File: config.mk
export PLATFORM = sky130hd
export DESIGN_NAME = pe_output_rr
export DESIGN_NICKNAME = d
export VERILOG_FILES = /design/src/rtl/pe_output_rr.sv
export SDC_FILE = /design/constraint.sdc
export NUM_CORES = 1
export LEC_CHECK = 0
export CAP_MARGIN = 10
export CORE_ASPECT_RATIO = 1.4
export CORE_MARGIN = 2
export CORE_UTILIZATION = 54
export DETAILED_ROUTE_END_ITERATION = 8
export PLACE_DENSITY = 0.95
export SETUP_SLACK_MARGIN = 0.2
export SYNTH_ARGS = -nofsm -noshare
export SYNTH_HDL_FRONTEND = slang
export SYNTH_SLANG_ARGS = --single-unit
File: constraint.sdc
create_clock -name clk -period 25.4 [get_ports clk]
set_clock_uncertainty 0.15 [all_clocks]
set_input_delay 6.35 -clock clk [delete_from_list [all_inputs] [get_ports clk]]
set_output_delay 6.35 -clock clk [all_outputs]
set_load 0.01 [all_outputs]
File: src/rtl/pe_output_rr.sv
// PE-side output port of the ring router: per-VC round-robin arbitration of
// NUM_CH ring channels into per-VC FIFOs, draining the polarity-selected VC.
module pe_output_rr #(
  parameter int DATA_WIDTH = 64,
  parameter int NUM_CH     = 2,
  parameter int BUF_DEPTH  = 2,
  localparam int CNT_W     = $clog2(BUF_DEPTH + 1)
) (
  input  logic                         clk,
  input  logic                         rst,
  input  logic                         polarity,
  input  logic [NUM_CH-1:0]            req_even,
  input  logic [NUM_CH-1:0]            req_odd,
  input  logic [NUM_CH*DATA_WIDTH-1:0] data_even,
  input  logic [NUM_CH*DATA_WIDTH-1:0] data_odd,
  output logic [NUM_CH-1:0]            grant_even,
  output logic [NUM_CH-1:0]            grant_odd,
  input  logic                         pero,
  output logic                         peso,
  output logic [DATA_WIDTH-1:0]        pedo,
  output logic [CNT_W-1:0]             occ_even,
  output logic [CNT_W-1:0]             occ_odd
);

  // A one-entry FIFO still needs a 1-bit pointer; it simply never leaves 0.
  localparam int PTR_W = (BUF_DEPTH > 1) ? $clog2(BUF_DEPTH) : 1;
  localparam int RR_W  = $clog2(NUM_CH);

  // VC index 0 = even, 1 = odd throughout.
  logic [NUM_CH-1:0]            req_w   [2];
  logic [NUM_CH*DATA_WIDTH-1:0] data_w  [2];
  logic [NUM_CH-1:0]            grant_w [2];
  logic [CNT_W-1:0]             occ_w   [2];
  logic [DATA_WIDTH-1:0]        head_w  [2];
  logic                         pop_w   [2];

  assign req_w[0]   = req_even;
  assign req_w[1]   = req_odd;
  assign data_w[0]  = data_even;
  assign data_w[1]  = data_odd;
  assign grant_even = grant_w[0];
  assign grant_odd  = grant_w[1];
  assign occ_even   = occ_w[0];
  assign occ_odd    = occ_w[1];

  // First requester found scanning upward from rr, wrapping modulo NUM_CH.
  function automatic logic [NUM_CH-1:0] rr_pick(input logic [NUM_CH-1:0] req,
                                                input logic [RR_W-1:0]   rr);
    logic found;
    int   idx;
    rr_pick = '0;
    found   = 1'b0;
    for (int off = 0; off < NUM_CH; off++) begin
      idx = (int'(rr) + off) % NUM_CH;
      if (!found && req[idx]) begin
        rr_pick[idx] = 1'b1;
        found        = 1'b1;
      end
    end
  endfunction

  genvar gi;
  generate
    for (gi = 0; gi < 2; gi++) begin : g_vc
      logic [DATA_WIDTH-1:0] mem_q [BUF_DEPTH];
      logic [PTR_W-1:0]      wr_ptr_q, wr_ptr_d;
      logic [PTR_W-1:0]      rd_ptr_q, rd_ptr_d;
      logic [CNT_W-1:0]      occ_q, occ_d;
      logic [RR_W-1:0]       rr_q, rr_d;
      logic                  full;
      logic                  push;
      logic                  pop;
      logic [DATA_WIDTH-1:0] push_data;

      // Grants look only at the registered occupancy, so a same-cycle pop
      // never opens an extra slot.
      assign full        = (occ_q == CNT_W'(BUF_DEPTH));
      assign grant_w[gi] = full ? '0 : rr_pick(req_w[gi], rr_q);
      assign push        = |grant_w[gi];
      assign pop         = pero && (polarity == 1'(gi)) && (occ_q != '0);

      // Select the granted channel's flit and move rr just past it.
      always_comb begin
        push_data = '0;
        rr_d      = rr_q;
        for (int i = 0; i < NUM_CH; i++) begin
          if (grant_w[gi][i]) begin
            push_data = data_w[gi][i*DATA_WIDTH +: DATA_WIDTH];
            rr_d      = RR_W'((i + 1) % NUM_CH);
          end
        end
      end

      // FIFO pointer and occupancy next-state.
      always_comb begin
        wr_ptr_d = wr_ptr_q;
        rd_ptr_d = rd_ptr_q;
        occ_d    = occ_q;
        if (push) begin
          wr_ptr_d = (wr_ptr_q == PTR_W'(BUF_DEPTH - 1)) ? '0 : wr_ptr_q + PTR_W'(1);
        end
        if (pop) begin
          rd_ptr_d = (rd_ptr_q == PTR_W'(BUF_DEPTH - 1)) ? '0 : rd_ptr_q + PTR_W'(1);
        end
        if (push && !pop) begin
          occ_d = occ_q + CNT_W'(1);
        end else if (pop && !push) begin
          occ_d = occ_q - CNT_W'(1);
        end
      end

      // Control state; reset discards any buffered flits and ignores grants.
      always_ff @(posedge clk) begin
        if (rst) begin
          wr_ptr_q <= '0;
          rd_ptr_q <= '0;
          occ_q    <= '0;
          rr_q     <= '0;
        end else begin
          wr_ptr_q <= wr_ptr_d;
          rd_ptr_q <= rd_ptr_d;
          occ_q    <= occ_d;
          rr_q     <= rr_d;
        end
      end

      // Flit storage; contents need no reset since occupancy gates reads.
      always_ff @(posedge clk) begin
        if (!rst && push) begin
          mem_q[wr_ptr_q] <= push_data;
        end
      end

      assign occ_w[gi]  = occ_q;
      assign head_w[gi] = mem_q[rd_ptr_q];
      assign pop_w[gi]  = pop;
    end
  endgenerate

  logic                  peso_q, peso_d;
  logic [DATA_WIDTH-1:0] pedo_q, pedo_d;

  // Output stage: capture the drain-VC head on a pop, otherwise hold pedo.
  always_comb begin
    peso_d = pop_w[0] | pop_w[1];
    pedo_d = pedo_q;
    if (pop_w[polarity]) begin
      pedo_d = head_w[polarity];
    end
  end

  // Output registers.
  always_ff @(posedge clk) begin
    if (rst) begin
      peso_q <= 1'b0;
      pedo_q <= '0;
    end else begin
      peso_q <= peso_d;
      pedo_q <= pedo_d;
    end
  end

  assign peso = peso_q;
  assign pedo = pedo_q;

endmodule
### Word-level counts from Yosys, hierarchy flattened

Memories as Yosys holds them, arrays and structs flattened. A register that Yosys moved wholly into a read port is not among the register bits.
Index checks and enable logic that the tools add are counted.
W data, S select, Z words.

* add/sub/neg operators: 10
* magnitude comparators: 9
* equal/unequal tests: 2
* multiplexer cells: 52
* bitwise gates (word level): 7
* reductions and logical operators: 31

Operators by type and width (number)
* $mux W64: 7
* $mux W1: 31
* $mux W2: 10
* $logic_and A1 B1 Y1: 16
* $reduce_bool A2 Y1: 4
* $reduce_or A2 Y1: 4
* $logic_not A1 Y1: 7
* $add A1 B1 Y1 const B: 6
* $lt A2 B3 Y1 const B: 2
* $add A2 B1 Y2 const B: 2
* $demux W1 S1: 4
* $eq A2 B2 Y1 const B: 2
* $ge A2 B1 Y1 const B: 2
* $lt A1 B2 Y1 const B: 2
* $or A2 B2 Y2: 2
* $sub A2 B1 Y2 const B: 2
* $and A1 B1 Y1 const A: 2
* $ge A1 B1 Y1 const B: 2
* $ge A2 B2 Y1 const B: 1
* $not A1 Y2: 1
* $not A1 Y1: 1
* $or A1 B1 Y1: 1

* flip-flop bits (word level): 75
* bits in writable memories: 256
* bits of input ports: 264
* output and inout port bits: 73
* word-level logic and storage cells: 123
* memories kept: 2

Memories
* g_vc[0].mem_q: depth 2, bits a word 64, rd ports 1, clocked after memory_dff 1, write ports 1, line 65 `logic [DATA_WIDTH-1:0] mem_q [BUF_DEPTH];`
* g_vc[1].mem_q: depth 2, bits a word 64, rd ports 1, clocked after memory_dff 1, write ports 1, line 65

### Depth between registers and ports, before layout

Gate-level depths: netlist of run 1.

* word-level depth: 14
* gate-level depth with buffers: 8
* mapped depth without buffers: 6

### Least setup slack after synthesis of run 1

OpenSTA, ideal clock, no wires.

* path kind: input port to flip-flop
* from: input port rst
* to: memory g_vc[0].mem_q[0][0] (enable)
* setup time: 0.651 ns
* arrival: 12.629 ns
* path slack: 11.970 ns
* stages on the path: 1
* path buffers: 0
* cell sequence: nor4_1

* word-level cells in the longest chain between the ends: 4

Ends and longest elaborated chain
* from (decl): line 10 `input logic rst,`
* $logic_not A1 Y1: line 129 `if (!rst && push) begin`
* $logic_and A1 B1 Y1: line 129
* $mux W1: line 129
* $mux W1 (not written as such): line 130 `mem_q[wr_ptr_q] <= push_data;`
* to (decl): line 65

No other way between the ends.

### Worst setup path after layout of run 1

* from: input port req_odd[0]
* to: output port grant_odd[1]

* word-level cells in the longest chain between the ends: 7

Ends and longest elaborated chain
* from (decl): line 13 `input logic [NUM_CH-1:0] req_odd,`
* $mux W1 (not written as such) (2 in a row): line 55 `if (!found && req[idx]) begin`
* $mux W1: line 55
* $logic_not A1 Y1: line 55
* $logic_and A1 B1 Y1: line 55
* $mux W2 *: line 55
* $mux W2 *: line 78 `assign grant_w[gi] = full ? '0 : rr_pick(req_w[gi], rr_q);`
* to (decl): line 17 `output logic [NUM_CH-1:0] grant_odd,`

Mark *: on every way between the ends. The rest lies on a longest branch, timed or not. The select of a mux whose other input is x is not followed.

==> flow_summary.toml, run 1 <==
[grt]
grt-ovfl-total = 0
grt_antenna_before_repair = 1
track_usage = 0.269
grt_pass1_wl_mm = 57.9
grt_max_degree = 69
grt_pass1_vias = 10489

[logic_synthesis]
ys_seq_elements = 333
synth.avg_cell_area_um2 = 15.6
synth_common_cells = "edfxtp_1 (256), a22o_1 (128), mux2i_1 (128), dfxtp_1 (77)"
yosysMostFrequentCell = "edfxtp_1"
seq_area_frac_synth = 0.640
synth_area_leader_cell = "edfxtp_1"
synthTopCellsByArea = "edfxtp_1 (53%), dfxtp_1 (11%), mux2i_1 (8.9%), a22o_1 (7.8%), mux2_2 (5.0%)"
synth_warnings = 0
netlist_area_mm2 = 0.0144
synthesis.nets = 1190
synth_edf_count = 256
ys_types = 36
async_flop_share = 0
synth_top_area_frac = 0.533
synthFlopType = "edfxtp_1"
syn_inst = 924

[critical_path]
critPathKind = "primary input to output port"
cp_top_family = "buffers and inverters"
max_stage_delay_ns = 0.78
cp-start-kind = "primary input"
rr_worst_depth = 4
worst-path-max-fanout = 66
cp.arrival_ns = 8.43
path_cells = "clkdlybuf4s50_1 -> nand2b_1 -> and3_4 -> clkdlybuf4s50_1"
crit_slowest_cell = "and3_4"
cp_num_buf_inv = 2
cp-end-kind = "output port"
critical_path_cell_count = 4
crit_top_cell = "clkdlybuf4s50_1"
r2r_slack_ns = 22.63
required_ns = 18.90

[timing]
worstMarginPinSlew_ns = 1.10
setup_viol = 0
timing.final.crit_share = 0.588
rsz0062_at_grt = "no"
finalMaxSlewViolations = 0
tns_ns = 0
max-slew-margin-rel = 0.268
fmax_ghz = 0.0670
hold_viol_final = 0
fin_crit_ns = 14.93

[floorplanning]
initial_core_util = 0.550
die_area_mm2 = 0.0280
num_io_pins = 337
num_rows = 70
die_y_um = 197
die_width_um = 142
coreArea_mm2 = 0.0262

[final_layout]
fillers = 1621
finalNetCount = 1486
multiInputGateArea_mm2 = 0.00458
final_area_mm2 = 0.0187
seq_area_mm2 = 0.00924
drive_gt1_frac = 0.153
syn2layout_area_growth_pct = 29.6

[cts]
postCtsHoldBufs = 0
clk_pin_slew_ns = 0.07
cts_tree = "done"
cts_made_buffers = 29
insertion_delay_ns = 0.54
cts_sinks = 333
clock_path_buffers = 3
cts_max_level = 1
root_buffer = "clkbuf_16"
post_cts_buffers = 0
cts_resized = 0

[power_and_ir_drop]
static-leakage-power_nw = 6.29
power.total_mw = 1.66
peakVddDrop_mv = 0.0635
pwr_density_cell_mw_per_mm2 = 89.0

[job]
drv_cap = 0

[hold_path]
hold_depth = 2
hp-class = "register to register"

[run_status]
status = "finished clean"

[routing]
drt_iter0_drc = 746
wl_per_cell_um = 24.7
vias_per_cell = 6.31
wl_mm = 38.7
postRouteAntennaNets = 0
drcViolationCount = 0
vias = 9887
drt_first_pass_iters = 5

[placement]
post-dp-hpwl_mm = 23.7
routabilityCongestion = 0.778
place_area_mm2 = 0.0177
io_buffers = 336
[where the power goes]
group / switching [mW] / total (mW) / internal, mW
Sequential: 0.0484 / 0.763 / 0.715
Clock: 0.195 / 0.452 / 0.257
Combinational: 0.247 / 0.446 / 0.198
[cell families (layout without fill, tap and decap cells)]
logic type	Yosys count	in the layout	share of synthesized area
AO/OA/AOI/OAI	271	271	0.157
XOR/XNOR	5	5	0.00304
adder cells (fa/ha/maj)	2	2	0.00174
buffers and inverters	87	405	0.0447
flip-flops	333	333	0.640
multiplexers	192	192	0.139
other	0	1	0
AND/OR/NAND/NOR	34	34	0.0137
[through the flow]
stage | instances | hold slack (ns) | setup slack (ns) | util
global placement | 1513 | 0.318 | 10.59 | 0.676
global route | 1567 | 0.355 | 10.42 | 0.713
floorplan | 924 | 0.317 | 11.97 | -
CTS | 1566 | 0.334 | 10.51 | 0.713
detailed placement | 1513 | 0.323 | 10.49 | 0.676
finish | 1567 | 0.332 | 10.47 | 0.713
[sequential cells by signal (all words and copies together), names as in the netlist, named ones only]
signal / cells
g_vc.wr_ptr_q: 2
peso: 1
g_vc.mem_q: 256
occ_odd: 2
g_vc.rr_q: 2
g_vc.rd_ptr_q: 2
pedo: 64
occ_even: 2
[layer usage]
metal  vias up  global-route usage  part of all wire
li1       4358                   -                 -
met1      4905               0.305              0.36
met2       497               0.488              0.52
met3       127              0.0398             0.066
met4         0               0.140             0.050
met5         -                   0                 0
[worst register-to-register path: stages, from the launching register on]
cell and delay, ns:
dfxtp_1 0.44, nand2b_4 0.20, o211ai_1 0.16, nor2_4 0.84, buf_4 0.60
[final cells by class]
cell class              instances  area share
inverters                       2    0.000402
diodes                          1    0.000134
flip-flops and latches        333       0.495
repair buffers                350       0.186
clock buffers                  34      0.0409
clock inverters                19      0.0115
well taps                     324      0.0217
multi-input cells             504       0.245
[path summary, 6_finish.rpt]
path                                  from                   end
worst max-delay path            req_odd[0]          grant_odd[1]
worst min register to register    pedo[50]              pedo[50]
worst min-delay path              pedo[50]              pedo[50]
worst max register to register  occ_odd[0]  g_vc[1].mem_q[0][40]
[cell usage in the layout (no fill, tap or decap), drive strengths merged]
cell type      instances
clkdlybuf4s50        335
edfxtp               256
a22o                 128
mux2i                128
dfxtp                 77
o21ai                 68
mux2                  64
o2111ai               64
clkbuf                34
buf                   15
clkinv                11
nor2                   8
a21oi                  7
and3                   6
or3                    5
xor2                   5
nand2b                 5
bufinv                 4
nand2                  3
clkinvlp               3
inv                    3
o211ai                 2
nor3                   2
ha                     2
diode                  1
o21a                   1
nor2b                  1
or2                    1
nor4                   1
or3b                   1
nand4                  1
o22ai                  1
Note: power is estimated with default switching activity, not from simulation.
==> run 2, diff against run 1 <==
Settings changed: CORE_UTILIZATION 54 to 50, PLACE_DENSITY 0.95 to 0.9.
Clock period 25.4 ns to 15.4 ns, I/O delays scaled along.
==> run 2 against run 1 <==
Effect of this change: critical path depth unchanged; sequential cell count unchanged; register-to-register slack worse by 9.6 ns; die area rose by 7.8%; sequential share of layout area shrank 0.51 points; critical path type unchanged.
==> flow_summary.toml, run 2 (same netlist as run 1, synthesis figures left out) <==
[timing]
hold_viol_final = 0
finalMaxSlewViolations = 0
worstMarginPinSlew_ns = 1.23
max-slew-margin-rel = 0.177
setup_viol = 0
timing.final.crit_share = 0.647
tns_ns = 0
fin_ws_ns = 5.44
rsz0062_at_grt = "no"
fmax_ghz = 0.100
fin_crit_ns = 9.96

[cts]
post_cts_buffers = 0
cts_sinks = 333
root_buffer = "clkbuf_16"
cts_tree = "done"
cts_resized = 0
clock_path_buffers = 3
clk_pin_slew_ns = 0.06
postCtsHoldBufs = 0
insertion_delay_ns = 0.55
cts_made_buffers = 31
cts_max_level = 1

[grt]
grt_pass1_vias = 9932
track_usage = 0.237
grt.met3_usage = 0.0367
grt_max_degree = 69
grt-busiest-layer = "met2"
grt-ovfl-total = 0
grt_pass1_wl_mm = 55.4
met2_usage = 0.448
use_met1 = 0.274
grt_antenna_before_repair = 2

[floorplanning]
die_width_um = 147
die_y_um = 205
num_rows = 73
initial_core_util = 0.507
num_io_pins = 337
coreArea_mm2 = 0.0284
die_area_mm2 = 0.0302

[critical_path]
crit_start = "req_odd[0]"
path_cells = "clkdlybuf4s50_1 -> nand2b_1 -> and3_4 -> clkdlybuf4s50_1"
critPathKind = "primary input to output port"
r2r_slack_ns = 13.06
cp-end-kind = "output port"
cp-start-kind = "primary input"
max_stage_delay_ns = 0.75
crit_top_cell = "clkdlybuf4s50_1"
rr_worst_depth = 3
crit_slowest_cell = "and3_4"
required_ns = 11.40
r2r-start = "occ_even[0]"
timing.rr.end = "g_vc[0].mem_q[1][25]"
worst-path-max-fanout = 66
cp.arrival_ns = 5.96

[placement]
placed_cells = 1562
routabilityCongestion = 0.748
place_area_mm2 = 0.0177
io_buffers = 336
dpl_worst_slack_ns = 5.48
post-dp-hpwl_mm = 23.0

[final_layout]
layout_common_cells = "clkdlybuf4s50_1 (335), edfxtp_1 (256), a22o_1 (128), mux2i_1 (128), dfxtp_1 (75)"
syn2layout_area_growth_pct = 30.9
drive_gt1_frac = 0.156
largest_reg_flops = 256
fin_cells = 1621
finalNetCount = 1486
final_common_cell = "clkdlybuf4s50_1"
final_area_mm2 = 0.0189
top_register = "g_vc.mem_q"
fillers = 1942

[routing]
postRouteAntennaNets = 0
drt_first_pass_iters = 5
vias_per_cell = 5.84
wl_mm = 36.9
drcViolationCount = 0
wl_per_cell_um = 22.8
vias = 9471
drt_iter0_drc = 650

[power_and_ir_drop]
pwr_density_cell_mw_per_mm2 = 149
static-leakage-power_nw = 6.36
peakVddDrop_mv = 0.0880
power.total_mw = 2.81

[hold_path]
min_to = "pedo[49]"
hold_depth = 2
hp-class = "register to register"
holdCritStartpoint = "pedo[49]"

[job]
drv_cap = 0

[run_status]
status = "finished clean"
run 2: cell count changes in the layout (fill, tap and decap cells not counted), sizes merged:
cell | before | now
clkbuf | 34 | 35
buf | 15 | 13
clkinvlp | 3 | 1
bufinv | 4 | 8
inv | 3 | 5
run 2: metal layers:
layer  wire length [µm]  share of wire  vias to the layer above
li1                   -              -                     4343
met1              13800           0.37                     4723
met2              19900           0.54                      341
met3               2120          0.057                       62
met4               1040          0.028                        2
met5                 11        0.00030                        -
run 2: cell type report:
type | instances | area (µm²) | area share
inverter | 2 | 7.51 | 0.000398
multi-input combinational | 504 | 4580 | 0.243
clock buffer | 35 | 791 | 0.0419
tap | 375 | 469 | 0.0249
timing repair buffer | 348 | 3450 | 0.183
sequential | 333 | 9240 | 0.490
antenna | 1 | 2.50 | 0.000133
clock inverter | 23 | 328 | 0.0174
run 2: worst max-delay path by stage:
stage | endpoint | slack (ns)
finish | grant_odd[1] | 5.44
CTS | grant_odd[1] | 5.48
global placement | grant_odd[1] | 5.55
floorplan | g_vc[0].mem_q[0][0] | 4.47
global route | grant_odd[1] | 5.37
detailed placement | grant_odd[1] | 5.48
run 2: through the flow:
stage           util  hold slack (ns)
6_report       0.664            0.328
4_1_cts        0.664            0.334
5_1_grt        0.664            0.354
2_1_floorplan      -            0.317
3_3_place_gp   0.625            0.318
3_5_place_dp   0.625            0.325
run 2: worst max-delay path, delay by kind of cell:
family                 cells  cell delay, ns
buffers and inverters      2            1.16
and+or+nand+nor            2            0.85
run 2: power by group:
part | total [mW] | internal [mW] | switching [mW]
registers | 1.25 | 1.18 | 0.0695
logic | 0.732 | 0.327 | 0.405
clock network | 0.833 | 0.505 | 0.328
==> run 3, diff against run 2 <==
Clock period 15.4 ns to 9.9 ns, I/O delays scaled along.
==> run 3 against run 2 <==
Effect of this change: critical path depth did not move; clock-buffer cell count rose by 8; largest power group unchanged; critical endpoint unchanged; sequential cell count unchanged.
==> flow_summary.toml, run 3 (same netlist as run 1, synthesis figures left out) <==
[run_status]
status = "finished clean"

[final_layout]
top_register = "g_vc.mem_q"
largest_reg_flops = 256
syn2layout_area_growth_pct = 29.7
layout_common_cells = "clkdlybuf4s50_1 (335), edfxtp_1 (256), a22o_1 (128), mux2i_1 (128), dfxtp_1 (75)"
diodes = 0
final_common_cell = "clkdlybuf4s50_1"
finalNetCount = 1485
fillers = 1936
drive_gt1_frac = 0.146

[critical_path]
cp-end-kind = "output port"
cp-start-kind = "primary input"
cp.arrival_ns = 4.49
worst-path-max-fanout = 66
required_ns = 7.28
critPathKind = "primary input to output port"

[floorplanning]
die_y_um = 205
die_width_um = 147
num_rows = 73
initial_core_util = 0.507
num_io_pins = 337
die_area_mm2 = 0.0302
coreArea_mm2 = 0.0284

[timing]
hold_viol_final = 0
holdWs_ns = 0.327
setup_viol = 0
max-slew-margin-rel = 0.272
worstMarginPinSlew_ns = 1.09
tns_ns = 0
finalMaxSlewViolations = 0
rsz0062_at_grt = "no"
timing.final.crit_share = 0.719
fmax_ghz = 0.140
fin_crit_ns = 7.12

[cts]
cts_sinks = 333
postCtsHoldBufs = 0
post_cts_buffers = 0
cts_max_level = 1
root_buffer = "clkbuf_16"
insertion_delay_ns = 0.55
cts_tree = "done"
cts_resized = 0
clk_pin_slew_ns = 0.06
clock_path_buffers = 3
cts_made_buffers = 30

[grt]
grt_pass1_wl_mm = 55.3
grt_max_degree = 69
grt_pass1_vias = 9903
grt_antenna_before_repair = 0
grt-ovfl-total = 0
track_usage = 0.237

[hold_path]
hp-class = "register to register"

[routing]
drcViolationCount = 0
postRouteAntennaNets = 0
drt_first_pass_iters = 5
vias_per_cell = 5.84
wl_per_cell_um = 22.7
drt_iter0_drc = 515
vias = 9449
wl_mm = 36.7

[placement]
post-dp-hpwl_mm = 23.1
io_buffers = 336
routabilityCongestion = 0.737

[power_and_ir_drop]
static-leakage-power_nw = 6.27
pwr_density_cell_mw_per_mm2 = 224
peakVddDrop_mv = 0.154

[job]
drv_cap = 0
-- run 3: area by class of cell --
class,instances,area (µm²),area share
multi-input cells,504,4580,0.245
clock buffers,43,851,0.0455
well taps,375,469,0.0251
inverters,2,7.51,0.000402
clock inverters,13,92.6,0.00495
flip-flops and latches,333,9240,0.494
repair buffers,348,3450,0.185
-- run 3: worst max-delay path: stages --
cell and delay [ns]:
clkdlybuf4s50_1 0.48, nand2b_1 0.10, and3_4 0.74, clkdlybuf4s50_1 0.68
-- run 3: report_power, final --
| part | internal, mW | leakage, nW | switching [mW] | total, mW |
|---|---|---|---|---|
| combinational | 0.508 | 2.77 | 0.627 | 1.14 |
| sequential | 1.83 | 3.04 | 0.113 | 1.95 |
| clock | 0.623 | 0.458 | 0.486 | 1.11 |
-- run 3: worst paths after layout --
kind	from	end	slack [ns]	cells past startpoint
worst max-delay path	req_odd[0]	grant_odd[1]	2.78	4
worst min-delay path	pedo[6]	pedo[6]	0.33	2
worst max register to register	occ_even[0]	g_vc[0].mem_q[1][27]	7.52	3
worst min register to register	pedo[6]	pedo[6]	0.33	2
-- run 3: metrics by stage --
stage,instance area (µm²),power (mW),util,std cells,setup WS [ns]
finish,18700,4.19,0.658,1618,2.78
global route,18700,4.36,0.658,1618,2.68
CTS,18700,4.21,0.658,1618,2.77
detailed placement,17700,3.11,0.625,1562,2.76
global placement,17700,3.05,0.625,1562,2.81
floorplan,14400,2.67,-,924,0.345
-- run 3: layer usage --
layer | routed length, µm | track usage
met3 | 2430 | 0.0396
met1 | 13500 | 0.276
met4 | 1340 | 0.0941
met5 | 0 | 0
met2 | 19400 | 0.434
